<file path="src/rtl/con_run_ctl_if.sv">
// con_run_ctl_if: console diag, step, halt and ucode-state signals of the CON run/start control.
// The master drives the request side; the slave (con_run_ctl) drives the status side.
interface con_run_ctl_if #(
  parameter int STEP_W = 8,
  parameter int NFLAGS = 4
);
  logic                DIAG_CTL_FUNC_01x;
  logic [2:0]          DS;
  logic [STEP_W-1:0]   EBUS_DATA;
  logic                INSTR_DONE;
  logic                HALT_REQ;
  logic                COND_EBOX_STATE;
  // Bit j carries CRAM magic bit j; flag i uses set = bit 2i+1, hold = bit 2i+2.
  logic [2*NFLAGS:0]   MAGIC;

  logic                RUN;
  logic                START;
  logic                INSTR_GO;
  logic                EBOX_HALTED;
  logic                PI_DISABLE;
  logic                STEP_ACTIVE;
  logic [STEP_W-1:0]   STEP_CNT;
  logic [NFLAGS-1:0]   UCODE_STATE;

  modport master (
    output DIAG_CTL_FUNC_01x, DS, EBUS_DATA, INSTR_DONE, HALT_REQ, COND_EBOX_STATE, MAGIC,
    input  RUN, START, INSTR_GO, EBOX_HALTED, PI_DISABLE, STEP_ACTIVE, STEP_CNT, UCODE_STATE
  );

  modport slave (
    input  DIAG_CTL_FUNC_01x, DS, EBUS_DATA, INSTR_DONE, HALT_REQ, COND_EBOX_STATE, MAGIC,
    output RUN, START, INSTR_GO, EBOX_HALTED, PI_DISABLE, STEP_ACTIVE, STEP_CNT, UCODE_STATE
  );
endinterface

</file>
<file path="src/rtl/con_run_ctl.sv">
// con_run_ctl: EBOX run/start control for the CON board. Decodes console diag functions into a
// delayed RUN level and START pulse, and holds INSTR_GO, EBOX_HALTED, step count and ucode flags.
module con_run_ctl #(
  parameter int SYNC_DEPTH = 3,
  parameter int STEP_W     = 8,
  parameter int NFLAGS     = 4
) (
  input  logic         clk,
  input  logic         RESET,
  con_run_ctl_if.slave bus
);
  localparam int              CNT_W        = 4;
  localparam logic [CNT_W-1:0] START_LOAD  = 4'(SYNC_DEPTH - 1);
  localparam bit               DIRECT_START = (SYNC_DEPTH < 2);

  logic                  w_clr_run;
  logic                  w_set_run;
  logic                  w_continue;
  logic                  w_step_load;
  logic                  w_dec;
  logic                  w_expire;
  logic                  w_run_nxt;
  logic                  w_start_fire;
  logic [CNT_W-1:0]      w_start_cnt_nxt;
  logic [NFLAGS-1:0]     w_ucode_nxt;
  logic                  w_unused_magic0;

  logic [SYNC_DEPTH-1:0] r_run_pipe;
  logic [CNT_W-1:0]      r_start_cnt;
  logic                  r_start;
  logic                  r_instr_go;
  logic                  r_halted;
  logic                  r_step_active;
  logic [STEP_W-1:0]     r_step_cnt;
  logic [NFLAGS-1:0]     r_ucode;

  // Diag function decode; DS 4..7 belong to other CON functions and are ignored here.
  always_comb begin
    w_clr_run   = 1'b0;
    w_set_run   = 1'b0;
    w_continue  = 1'b0;
    w_step_load = 1'b0;
    if (bus.DIAG_CTL_FUNC_01x) begin
      case (bus.DS)
        3'd0:    w_clr_run   = 1'b1;
        3'd1:    w_set_run   = 1'b1;
        3'd2:    w_continue  = 1'b1;
        3'd3:    w_step_load = 1'b1;
        default: w_clr_run   = 1'b0;
      endcase
    end else begin
      w_clr_run = 1'b0;
    end
  end

  // Step decrement and expiry; a same-cycle load pre-empts both.
  always_comb begin
    w_dec    = bus.INSTR_DONE & r_run_pipe[SYNC_DEPTH-1] & r_step_active;
    w_expire = 1'b0;
    if (w_dec && !w_step_load && (r_step_cnt == STEP_W'(1))) begin
      w_expire = 1'b1;
    end else begin
      w_expire = 1'b0;
    end
  end

  // Run latch next value: SET_RUN beats both CLR_RUN and step expiry.
  always_comb begin
    w_run_nxt = r_run_pipe[0];
    if (w_set_run) begin
      w_run_nxt = 1'b1;
    end else if (w_clr_run || w_expire) begin
      w_run_nxt = 1'b0;
    end else begin
      w_run_nxt = r_run_pipe[0];
    end
  end

  // Start down-counter: non-zero means a start is pending, and further CONTINUEs are ignored.
  always_comb begin
    w_start_cnt_nxt = r_start_cnt;
    w_start_fire    = 1'b0;
    if (r_start_cnt != 4'd0) begin
      w_start_cnt_nxt = r_start_cnt - 4'd1;
      w_start_fire    = (r_start_cnt == 4'd1);
    end else if (w_continue) begin
      if (DIRECT_START) begin
        w_start_fire = 1'b1;
      end else begin
        w_start_cnt_nxt = START_LOAD;
      end
    end else begin
      w_start_cnt_nxt = 4'd0;
    end
  end

  // Ucode state flags: set wins, otherwise hold keeps, otherwise clear.
  always_comb begin
    w_ucode_nxt = r_ucode;
    for (int i = 0; i < NFLAGS; i++) begin
      if (!bus.COND_EBOX_STATE) begin
        w_ucode_nxt[i] = r_ucode[i];
      end else if (bus.MAGIC[2*i+1]) begin
        w_ucode_nxt[i] = 1'b1;
      end else if (bus.MAGIC[2*i+2]) begin
        w_ucode_nxt[i] = r_ucode[i];
      end else begin
        w_ucode_nxt[i] = 1'b0;
      end
    end
  end

  // Run latch followed by SYNC_DEPTH-1 delay flops; reset flushes any in-flight change.
  always_ff @(posedge clk) begin
    if (RESET) begin
      r_run_pipe <= '0;
    end else begin
      r_run_pipe[0] <= w_run_nxt;
      for (int i = 1; i < SYNC_DEPTH; i++) begin
        r_run_pipe[i] <= r_run_pipe[i-1];
      end
    end
  end

  // Start counter and registered START pulse.
  always_ff @(posedge clk) begin
    if (RESET) begin
      r_start_cnt <= 4'd0;
      r_start     <= 1'b0;
    end else begin
      r_start_cnt <= w_start_cnt_nxt;
      r_start     <= w_start_fire;
    end
  end

  // INSTR_GO (CONTINUE beats INSTR_DONE) and EBOX_HALTED (HALT_REQ beats CONTINUE).
  always_ff @(posedge clk) begin
    if (RESET) begin
      r_instr_go <= 1'b0;
      r_halted   <= 1'b0;
    end else begin
      if (w_continue) begin
        r_instr_go <= 1'b1;
      end else if (bus.INSTR_DONE) begin
        r_instr_go <= 1'b0;
      end else begin
        r_instr_go <= r_instr_go;
      end
      if (bus.HALT_REQ) begin
        r_halted <= 1'b1;
      end else if (w_continue) begin
        r_halted <= 1'b0;
      end else begin
        r_halted <= r_halted;
      end
    end
  end

  // Step counter: load wins over decrement; never wraps below zero.
  always_ff @(posedge clk) begin
    if (RESET) begin
      r_step_cnt    <= '0;
      r_step_active <= 1'b0;
    end else if (w_step_load) begin
      r_step_cnt    <= bus.EBUS_DATA;
      r_step_active <= (bus.EBUS_DATA != '0);
    end else if (w_dec && (r_step_cnt != '0)) begin
      r_step_cnt    <= r_step_cnt - STEP_W'(1);
      r_step_active <= ~w_expire;
    end else begin
      r_step_cnt    <= r_step_cnt;
      r_step_active <= r_step_active;
    end
  end

  // Ucode state flag register.
  always_ff @(posedge clk) begin
    if (RESET) begin
      r_ucode <= '0;
    end else begin
      r_ucode <= w_ucode_nxt;
    end
  end

  assign w_unused_magic0 = bus.MAGIC[0];

  assign bus.RUN         = r_run_pipe[SYNC_DEPTH-1];
  assign bus.START       = r_start;
  assign bus.INSTR_GO    = r_instr_go;
  assign bus.EBOX_HALTED = r_halted;
  assign bus.PI_DISABLE  = ~r_run_pipe[SYNC_DEPTH-1] | r_halted;
  assign bus.STEP_ACTIVE = r_step_active;
  assign bus.STEP_CNT    = r_step_cnt;
  assign bus.UCODE_STATE = r_ucode;
endmodule

</file>
<file path="src/flat_wrapper.sv">
// flat-port wrapper written by rule: the top's interface ports become plain ports
module con_run_ctl_flat 
#(
  parameter int SYNC_DEPTH = 3,
  parameter int STEP_W     = 8,
  parameter int NFLAGS     = 4
)
  (clk, RESET, bus_DIAG_CTL_FUNC_01x, bus_DS, bus_EBUS_DATA, bus_INSTR_DONE, bus_HALT_REQ, bus_COND_EBOX_STATE, bus_MAGIC, bus_RUN, bus_START, bus_INSTR_GO, bus_EBOX_HALTED, bus_PI_DISABLE, bus_STEP_ACTIVE, bus_STEP_CNT, bus_UCODE_STATE);
  con_run_ctl_if #(.STEP_W(STEP_W), .NFLAGS(NFLAGS)) bus_i ();
  input  logic clk;
  input  logic RESET;
  input wire logic [$bits(bus_i.DIAG_CTL_FUNC_01x)-1:0] bus_DIAG_CTL_FUNC_01x;
  input wire logic [$bits(bus_i.DS)-1:0] bus_DS;
  input wire logic [$bits(bus_i.EBUS_DATA)-1:0] bus_EBUS_DATA;
  input wire logic [$bits(bus_i.INSTR_DONE)-1:0] bus_INSTR_DONE;
  input wire logic [$bits(bus_i.HALT_REQ)-1:0] bus_HALT_REQ;
  input wire logic [$bits(bus_i.COND_EBOX_STATE)-1:0] bus_COND_EBOX_STATE;
  input wire logic [$bits(bus_i.MAGIC)-1:0] bus_MAGIC;
  output wire logic [$bits(bus_i.RUN)-1:0] bus_RUN;
  output wire logic [$bits(bus_i.START)-1:0] bus_START;
  output wire logic [$bits(bus_i.INSTR_GO)-1:0] bus_INSTR_GO;
  output wire logic [$bits(bus_i.EBOX_HALTED)-1:0] bus_EBOX_HALTED;
  output wire logic [$bits(bus_i.PI_DISABLE)-1:0] bus_PI_DISABLE;
  output wire logic [$bits(bus_i.STEP_ACTIVE)-1:0] bus_STEP_ACTIVE;
  output wire logic [$bits(bus_i.STEP_CNT)-1:0] bus_STEP_CNT;
  output wire logic [$bits(bus_i.UCODE_STATE)-1:0] bus_UCODE_STATE;
  assign bus_i.DIAG_CTL_FUNC_01x = bus_DIAG_CTL_FUNC_01x;
  assign bus_i.DS = bus_DS;
  assign bus_i.EBUS_DATA = bus_EBUS_DATA;
  assign bus_i.INSTR_DONE = bus_INSTR_DONE;
  assign bus_i.HALT_REQ = bus_HALT_REQ;
  assign bus_i.COND_EBOX_STATE = bus_COND_EBOX_STATE;
  assign bus_i.MAGIC = bus_MAGIC;
  assign bus_RUN = bus_i.RUN;
  assign bus_START = bus_i.START;
  assign bus_INSTR_GO = bus_i.INSTR_GO;
  assign bus_EBOX_HALTED = bus_i.EBOX_HALTED;
  assign bus_PI_DISABLE = bus_i.PI_DISABLE;
  assign bus_STEP_ACTIVE = bus_i.STEP_ACTIVE;
  assign bus_STEP_CNT = bus_i.STEP_CNT;
  assign bus_UCODE_STATE = bus_i.UCODE_STATE;
  con_run_ctl #(.SYNC_DEPTH(SYNC_DEPTH), .STEP_W(STEP_W), .NFLAGS(NFLAGS)) u_core (.clk(clk), .RESET(RESET), .bus(bus_i));
endmodule
</file>
<file path="config.mk">
export PLATFORM = sky130hd
export DESIGN_NAME = con_run_ctl_flat
export DESIGN_NICKNAME = d
export VERILOG_FILES = /design/src/rtl/con_run_ctl_if.sv /design/src/rtl/con_run_ctl.sv /design/src/flat_wrapper.sv
export SDC_FILE = /design/constraint.sdc
export NUM_CORES = 1
export LEC_CHECK = 0
export ABC_AREA = 1
export CORE_MARGIN = 2
export CORE_UTILIZATION = 35
export CTS_CLUSTER_SIZE = 10
export DETAILED_ROUTE_END_ITERATION = 10
export PLACE_DENSITY_LB_ADDON = 0.15
export SLEW_MARGIN = 30
export SYNTH_ARGS = -nofsm -noshare
export SYNTH_HDL_FRONTEND = slang
export SYNTH_SLANG_ARGS = --single-unit
</file>
<file path="constraint.sdc">
create_clock -name clk -period 2.15 [get_ports clk]
set_input_delay 0.5375 -clock clk [delete_from_list [all_inputs] [get_ports clk]]
set_output_delay 0.5375 -clock clk [all_outputs]
set_load 0.01 [all_outputs]
</file>
Word-level counts from Yosys, hierarchy flattened
Index checks and enable logic that the tools add are counted.

Multiplexer cells: 29. $add $sub $neg: 2. Equality and inequality tests: 9. Bitwise operators: 6. Reductions and logical operators: 18.

Operators by type and width (count): $mux W1 (25); $mux W8 (2); $reduce_bool A8 Y1 (2); $eq A8 B1 Y1 const B (1); $ne A2 B2 Y1 const B (4); $reduce_and A2 Y1 (4); $reduce_bool A2 Y1 (4); $sub A8 B1 Y8 const B (1); $eq A3 B2 Y1 const B (2); $eq A4 B1 Y1 const B (1); $mux W4 (1); $reduce_bool A4 Y1 (1); $sub A4 B1 Y4 const B (1); $eq A3 B1 Y1 const B (1); $logic_and A1 B1 Y1 (3); $logic_not A3 Y1 (1); $not A1 Y1 (3); $and A1 B1 Y1 (2); $mux W2 (1); $reduce_or A2 Y1 (1); $logic_not A1 Y1 (1); $logic_or A1 B1 Y1 (1); $or A1 B1 Y1 (1).

Output and inout port bits: 18. Logic and storage cells: 76. Bits of input ports: 26. Register bits: 23.

Longest topological paths before layout
Gate-level depths: netlist of the first run.

Word-level depth: 10. Mapped depth: 10. Mapped depth without buffers: 10.

Worst setup path after synthesis of the first run
No wires, ideal clock.

Kind: input to register. Start: in bus_DS[2]. End: reg u_core.r_step_cnt[5] (netlist: u_core.bus.STEP_CNT[5]). Data required time: 2.038 ns. Buffers on the path: 1. Library setup time: 0.112 ns. Data arrival time: 1.181 ns. Stages on the path: 7. Path slack: 0.857 ns. Cells stage by stage: inv_1 > nand4_4 > buf_2 > nand3_1 > nand2_1 > nor2_1 > nor2_1.

Longest elaborated chain between the ends: 4. Elaborated cells between the ends (all ways): 5. Those cells by class: eq/ne: 1; mux: 3; reduce/logical: 1.

RTL lines: from (decl) (RTL line flat_wrapper.sv:13) `input wire logic [$bits(bus_i.DS)-1:0] bus_DS;`; $eq A3 B2 Y1 (*) (RTL line con_run_ctl.sv:44) `case (bus.DS)`; $mux W1 (*) (RTL line con_run_ctl.sv:44); $mux W1 (*) (RTL line con_run_ctl.sv:43) `if (bus.DIAG_CTL_FUNC_01x) begin`; $mux W8 or $reduce_bool A2 Y1 (tied branches); to (signal assigned) (RTL line con_run_ctl.sv:165) `r_step_cnt <= bus.EBUS_DATA;`; to (signal assigned) (RTL line con_run_ctl.sv:168) `r_step_cnt <= r_step_cnt - STEP_W'(1);`; to (signal assigned) (RTL line con_run_ctl.sv:171) `r_step_cnt <= r_step_cnt;`; to (decl) (RTL line con_run_ctl.sv:34) `logic [STEP_W-1:0] r_step_cnt;`.

Every way passes the cells marked *; elsewhere a longest branch is shown, timed or not. A chain may end at the register's enable or synchronous reset.

Final worst setup path of the first run
Start: reg u_core.r_run_pipe[2]. End: out bus_PI_DISABLE.

Longest elaborated chain between the ends: 2.

RTL lines: from (decl) (RTL line con_run_ctl.sv:28) `logic [SYNC_DEPTH-1:0] r_run_pipe;`; from (signal, indexed assignment) (RTL line con_run_ctl.sv:120) `r_run_pipe[i] <= r_run_pipe[i-1];`; $not A1 Y1 (RTL line con_run_ctl.sv:191) `assign bus.PI_DISABLE = ~r_run_pipe[SYNC_DEPTH-1] | r_halted;`; $or A1 B1 Y1 (RTL line con_run_ctl.sv:191); to (decl) (RTL line flat_wrapper.sv:23) `output wire logic [$bits(bus_i.PI_DISABLE)-1:0] bus_PI_DISABLE;`.

Every way passes these cells.

==> results.md, run 1 <==
* WL/cell at 10.25 um
* Slew HR at 79.14%
* Min-Delay Path Depth at 2
* Number of synthesized register bits at 23
* Most frequent cells in the layout: clkdlybuf4s50_1 (42), nand2_1 (37), nor2_1 (29), dfxtp_1 (23), inv_1 (20)
* Top cell type's share of synthesized area at 36.08%
* DR vias at 1279
* I/O Buffers at 42
* Top post-synthesis cells by area: dfxtp_1 (36%), nand2_1 (11%), nor2_1 (8.5%), nand3_1 (6.3%), a21oi_1 (5.9%)
* WP depth at 3
* Static leakage power at 0.7594 nW
* Combinational family with the most area after synthesis: simple AND/OR/NAND/NOR gates
* CTS Buf Count at 3
* Fillers at 366
* Post-synthesis compound-gate area fraction at 12.84%
* Synth Flop Type: dfxtp_1
* Met1 wire length at 1276 um
* Sink Count at 23
* Top sig layer: met4
* Post-CTS Resized at 0
* Die height at 64.39 um
* Die Wd at 64.39 um
* Final Cycle Share at 93.65%
* HP Class: reg2reg
* HP Start: u_core.r_run_pipe[1]$_SDFF_PP0_
* Setup bufs post-CTS at 0
* Metal2 WL at 1414 um
* Crit Path Category: reg2out
* Syn Inst Count at 185
* Total design power at 1.069 mW
* Seq/Total Area, Yosys at 36.08%
* Synthesized area per cell at 6.899 um^2
* Critical path arrival at 1.48 ns
* Full die area at 4145 um^2
* Status: complete, no violations
* Vias per cell at 4.617
* Routed Antenna Nets at 0
* FF/Latch Area at 460.4 um^2
* Met3 WL at 128 um
* PwrDens at 601.9 nW/um^2
* I/O Pins at 44
* Diodes inserted at 0
* RSZ-0062 raised after global routing: no
* Core ar. at 3416 um^2
* Fin cells at 277
* Worst-Margin Slew at 0.3117 ns
* First-pass GRT wire length at 4871 um
* Cell total after placement at 273
* Maximum vdd ir drop at 0.0005388 V
* Crit-path max FO at 2
* CP max stage delay at 0.48 ns
* Htree depth at 1
* Worst Path Required at 1.61 ns
* Dpl hpwl at 2295 um
* Clock Root Buffer: clkbuf_4
* Placer Congestion at 0.7753
* Netlist cell types at 26
* Synth Cell Area at 1276 um^2
* Setup TNS at 0 ns
* Xor and xnor fraction of the mapped netlist area at 1.373%
* Post-Route WL at 2840 um
* Post-synthesis adder-cell area fraction at 4.902%
* Buf/Inv on CP at 2
* Row count at 21
* Area growth from synthesis to layout at 39.12%
* Reg2reg start: u_core.bus.STEP_CNT[0]$_SDFFE_PP0P_
* Hold Fails Final Rpt at 0
* 1st-iter DRT viols at 61
* Post-synth EDFFs at 0
* Crit path launch type: flop
* GRT Util Overall at 14.73%
* Reg2reg setup slack at 0.69 ns
* Vias in the first global route at 1154
* Maxcap violations at 0
* CP delay by family, top: buffers and inverters
* Fmax at 496.7 MHz
* Fin Clk Skew at 0.001069 ns
* Most common cell after layout, fill and taps aside: clkdlybuf4s50_1
* Initial core utilization at 37.36%
* Drc violations at 0
* Syn Nets at 216
* Minimum clock period at 2.013 ns
* Final Max Tran Viols at 0
* R2R cell count at 7
* CTS Hold Bufs at 0
* Total global routing overflow at 0
* Max clock buf depth at 2
* Share of cells above drive strength 1 at 9.957%
* Area of the multi-input gates at 679.4 um^2
* Worst-path cell chain: inv_1, or2_2, clkdlybuf4s50_1
* FFs w/ async S/R, synth at 0%
* Clk slew on worst S/H paths at 0.13 ns
* Hold path endpoint: u_core.r_run_pipe[2]$_SDFF_PP0_
* Initial antenna violation count at 0
* Largest net degree at the start of global routing at 15
* Drt pass-1 iters at 4
* Setup crit end kind: output port
* Clk_lat worst skew at 0.31 ns
* Hold slack at 0.4126 ns
* Post-synthesis mux area share at 0%
* Post-synth top area cell: dfxtp_1
* Simple-Gate Fraction of Synth Area at 34.12%
* CTS tree: built
* Finish-stage setup viols at 0
* Fin nets at 263
* Crit-path slowest cell: clkdlybuf4s50_1
* Reg2reg end: u_core.bus.STEP_CNT[4]$_SDFFE_PP0P_
* Ys Warns at 0
per-stage QoR:
| stage | area (um^2) | util (%) | setup slack [ns] |
|---|---|---|---|
| final | 1775 | 51.98 | 0.1365 |
| after global routing | 1775 | 51.98 | 0.03129 |
| after detailed placement | 1745 | 51.10 | 0.1511 |
| after floorplan | 1276 | - | 0.8568 |
| after CTS | 1775 | 51.98 | 0.1057 |
| after global placement | 1745 | 51.10 | 0.1884 |
logic make-up after synthesis:
family | Yosys count
AOI/OAI and AO/OA | 29
adders and majority gates | 5
and+or+nand+nor | 96
xor gates and xnor gates | 2
DFF | 23
buffers and inverters | 30
worst min-delay path, cell delays in order (launching register included):
cell and delay (ns):
dfxtp_1 0.32, inv_1 0.04, nor2_1 0.03
flip-flops by register name, summed over array words and instances, names as in the netlist:
name,cells
u_core.r_run_pipe,3
u_core.bus.EBOX_HALTED,1
u_core.r_start_cnt,4
u_core.bus.UCODE_STATE,4
u_core.bus.STEP_ACTIVE,1
u_core.bus.START,1
u_core.bus.STEP_CNT,8
u_core.bus.INSTR_GO,1
where the power goes:
| part | internal (mW) | total (mW) | switching [mW] |
|---|---|---|---|
| registers | 0.482 | 0.518 | 0.0365 |
| clock network | 0.0709 | 0.205 | 0.134 |
| logic | 0.171 | 0.345 | 0.174 |
metal layers:
metal	track usage (%)	vias to the layer above
li1	-	686
met1	18.35	565
met2	25.26	26
met3	4.049	2
met4	3.191	0
met5	0	-
cells in the mapped netlist (2+ instances only):
cell type / number
buf_6: 3
nand3_1: 16
nor2_2: 2
inv_1: 20
nor2_1: 29
ha_1: 5
inv_2: 6
nand2_1: 37
o21ai_1: 3
a21oi_1: 15
nand4_1: 4
dfxtp_1: 23
nand2_2: 3
o21ai_0: 7
cell type report:
cell class              count  area share [%]
repair buffers             46           25.37
clock inverters             1          0.4228
multi-input cells         132           38.27
inverters                  26           5.497
clock buffers               3           1.269
well taps                  46           3.242
flip-flops and latches     23           25.93
worst max-delay path by stage:
stage / from / endpoint
2_1_floorplan: bus_DS[2] / u_core.bus.STEP_CNT[5]$_SDFFE_PP0P_
3_3_place_gp: bus_DS[1] / u_core.bus.STEP_CNT[2]$_SDFFE_PP0P_
3_5_place_dp: bus_DS[1] / u_core.bus.STEP_CNT[1]$_SDFFE_PP0P_
4_1_cts: u_core.r_run_pipe[2]$_SDFF_PP0_ / bus_PI_DISABLE
5_1_grt: u_core.r_run_pipe[2]$_SDFF_PP0_ / bus_PI_DISABLE
6_report: u_core.r_run_pipe[2]$_SDFF_PP0_ / bus_PI_DISABLE
(Power assumes the default switching activity.)
==> run 2: changes to the inputs <==
--- a/config.mk
+++ b/config.mk
@@ -6,8 +6,10 @@
 export NUM_CORES = 1
 export LEC_CHECK = 0
 export ABC_AREA = 1
+export CAP_MARGIN = 20
 export CORE_MARGIN = 2
 export CORE_UTILIZATION = 35
+export CTS_BUF_LIST = sky130_fd_sc_hd__clkbuf_2
 export CTS_CLUSTER_SIZE = 10
 export DETAILED_ROUTE_END_ITERATION = 10
 export PLACE_DENSITY_LB_ADDON = 0.15
==> constraint.sdc (replaced) <==
create_clock -name clk -period 2.15 [get_ports clk]
set_input_delay 0.43 -clock clk [delete_from_list [all_inputs] [get_ports clk]]
set_output_delay 0.43 -clock clk [all_outputs]
set_load 0.01 [all_outputs]
==> run 2 against run 1 <==
  * Worst hold slack better by 0.012 ns
  * Cell count down 0.36%
  * Combinational power up 1%
  * Register-to-register slack about the same
  * Largest cell class unchanged
  * Highest routed layer unchanged
  * Clock skew up 0.0030 ns
  * Die area unchanged
  * Design area down 0.99%
  * Non-clock buffer count down 1
  * Clock power down 13%
  * Sequential cell count unchanged
==> results.md, run 2 (synthesized netlist as in run 1, its figures left out) <==
* HP Class: reg2reg (unchanged)
* DR vias at 1248 (was 1279)
* WL/cell at 10.44 um (was 10.25 um)
* Reg2reg setup slack at 0.68 ns (was 0.69 ns)
* Total global routing overflow at 0 (unchanged)
* Finish-stage setup viols at 0 (unchanged)
* Diodes inserted at 0 (unchanged)
* Row count at 21 (unchanged)
* Fin cells at 276 (was 277)
* Minimum clock period at 1.954 ns (was 2.013 ns)
* Routed Antenna Nets at 0 (unchanged)
* CTS tree: built (unchanged)
* Area growth from synthesis to layout at 37.75% (was 39.12%)
* Min-Delay Path Depth at 2 (unchanged)
* Share of cells above drive strength 1 at 9.565% (was 9.957%)
* Worst-path cell chain: inv_1, or2_2, clkdlybuf4s50_1 (unchanged)
* 1st-iter DRT viols at 56 (was 61)
* Crit-path max FO at 2 (unchanged)
* Setup crit end kind: output port (unchanged)
* Static leakage power at 0.7576 nW (was 0.7594 nW)
* Drc violations at 0 (unchanged)
* Placer Congestion at 0.7469 (was 0.7753)
* GRT Util Overall at 15.06% (was 14.73%)
* Sink Count at 23 (unchanged)
* Fin nets at 262 (was 263)
* CTS Buf Count at 3 (unchanged)
* Clk_lat worst skew at 0.34 ns (was 0.31 ns)
* Most common cell after layout, fill and taps aside: clkdlybuf4s50_1 (unchanged)
* Status: complete, no violations (unchanged)
* Crit Path Category: reg2out (unchanged)
* Setup bufs post-CTS at 0 (unchanged)
* Setup TNS at 0 ns (unchanged)
* Total design power at 1.047 mW (was 1.069 mW)
* Clock Root Buffer: clkbuf_2 (was clkbuf_4)
* Hold Fails Final Rpt at 0 (unchanged)
* I/O Pins at 44 (unchanged)
* Cell total after placement at 272 (was 273)
* Initial core utilization at 37.36% (unchanged)
* Critical path arrival at 1.52 ns (was 1.48 ns)
* RSZ-0062 raised after global routing: no (unchanged)
* Fmax at 511.7 MHz (was 496.7 MHz)
* Drt pass-1 iters at 4 (unchanged)
* Reg2reg end: u_core.bus.STEP_CNT[0]$_SDFFE_PP0P_ (was u_core.bus.STEP_CNT[4]$_SDFFE_PP0P_)
* Fin Clk Skew at 0.004050 ns (was 0.001069 ns)
* Largest net degree at the start of global routing at 14 (was 15)
* Final Cycle Share at 90.89% (was 93.65%)
* Crit path launch type: flop (unchanged)
* Sw Share at 33.59% (was 32.28%)
* Placed cell area at 1738 um^2 (was 1745 um^2)
* PwrDens at 595.5 nW/um^2 (was 601.9 nW/um^2)
* Logic pwr share at 33.4% (was 32.3%)
* First-pass GRT wire length at 4961 um (was 4871 um)
* Core ar. at 3416 um^2 (unchanged)
* Pint at 0.6952 mW (was 0.7236 mW)
* Final Max Tran Viols at 0 (unchanged)
* Htree depth at 1 (unchanged)
* I/O Buffers at 42 (unchanged)
* Clk slew on worst S/H paths at 0.22 ns (was 0.13 ns)
* Max clock buf depth at 2 (unchanged)
* Dpl hpwl at 2303 um (was 2295 um)
* Fin area at 1758 um^2 (was 1775 um^2)
* Die height at 64.39 um (unchanged)
* Hold path endpoint: u_core.r_run_pipe[2]$_SDFF_PP0_ (unchanged)
* Switching Power at 0.3517 mW (was 0.3450 mW)
* Die Wd at 64.39 um (unchanged)
* Maximum vdd ir drop at 0.0006366 V (was 0.0005388 V)
* Slew HR at 79.15% (was 79.14%)
* Crit-path slowest cell: clkdlybuf4s50_1 (unchanged)
* CP max stage delay at 0.48 ns (about the same)
* Worst-Margin Slew at 0.3116 ns (was 0.3117 ns)
* Vias in the first global route at 1133 (was 1154)
* Worst Path Required at 1.72 ns (was 1.61 ns)
* R2R cell count at 7 (unchanged)
* Initial antenna violation count at 0 (unchanged)
* CTS Hold Bufs at 0 (unchanged)
* Most frequent cells in the layout: clkdlybuf4s50_1 (42), nand2_1 (37), nor2_1 (29), dfxtp_1 (23), inv_1 (20) (unchanged)
* Post-CTS Resized at 0 (unchanged)
* Sequential share of power at 49.5% (was 48.5%)
* Vias per cell at 4.522 (was 4.617)
* Reg2reg start: u_core.bus.STEP_CNT[0]$_SDFFE_PP0P_ (unchanged)
* Max reg flops at 8 (unchanged)
* HP Start: u_core.r_run_pipe[1]$_SDFF_PP0_ (unchanged)
* Full die area at 4145 um^2 (unchanged)
* Maxcap violations at 0 (unchanged)
* Post-Route WL at 2881 um (was 2840 um)
* Clock share of power at 17.1% (was 19.2%)
run 2: cell count changes in the layout (fill, tap and decap cells not counted):
cell and change:
clkbuf_2 +3, buf_4 -1, clkbuf_4 -3, clkinvlp_4 -1
clkinv_2 +1
run 2: metal layers:
metal | global-route usage (%) | up-vias | wire (um) | part of all wire, %
li1 | - | 680 | - | -
met1 | 19.23 | 540 | 1365 | 47
met2 | 25.78 | 26 | 1363 | 47
met3 | 3.521 | 2 | 131 | 4.5
met4 | 3.191 | 0 | 20 | 0.69
met5 | 0 | - | 0 | 0
run 2: power groups by stage:
stage	logic [mW]	registers (mW)	clock network (mW)
after floorplan	0.229	0.529	0
after global placement	0.349	0.528	0
after detailed placement	0.353	0.527	0
after CTS	0.353	0.519	0.189
after global routing	0.408	0.527	0.201
final	0.349	0.518	0.179
run 2: worst max-delay path, delay by kind of cell (launching register included):
family / cells / cell delay (ns)
AND/OR/NAND/NOR: 1 / 0.27
flip-flops: 1 / 0.37
buffers and inverters: 2 / 0.55
run 2: area by class of cell:
cell class | count | area, um^2
multi-input cells | 132 | 679.4
well taps | 46 | 57.56
fillers | 353 | 1658
repair buffers | 45 | 442.9
flip-flops and latches | 23 | 460.4
clock inverters | 1 | 5.005
inverters | 26 | 97.59
clock buffers | 3 | 15.01
run 2: worst max-delay path by stage:
stage	from	end	cells past startpoint	slack, ns
global placement	bus_DS[1]	u_core.bus.STEP_CNT[2]$_SDFFE_PP0P_	7	0.28
floorplan	u_core.bus.STEP_CNT[0]$_SDFFE_PP0P_	u_core.bus.STEP_CNT[3]$_SDFFE_PP0P_	7	0.86
finish	u_core.r_run_pipe[2]$_SDFF_PP0_	bus_PI_DISABLE	3	0.20
detailed placement	bus_DS[1]	u_core.bus.STEP_CNT[2]$_SDFFE_PP0P_	7	0.27
global route	u_core.r_run_pipe[2]$_SDFF_PP0_	bus_PI_DISABLE	3	0.07
CTS	u_core.r_run_pipe[2]$_SDFF_PP0_	bus_PI_DISABLE	3	0.16
run 2: stage by stage:
stage	util (%)	hold WS, ns	setup slack (ns)
final	51.47	0.4242	0.1959
after global routing	51.47	0.4648	0.07068
after CTS	51.47	0.4245	0.1643
after detailed placement	50.88	0.3965	0.2657
after global placement	50.88	0.3904	0.2770
after floorplan	-	0.3883	0.8615
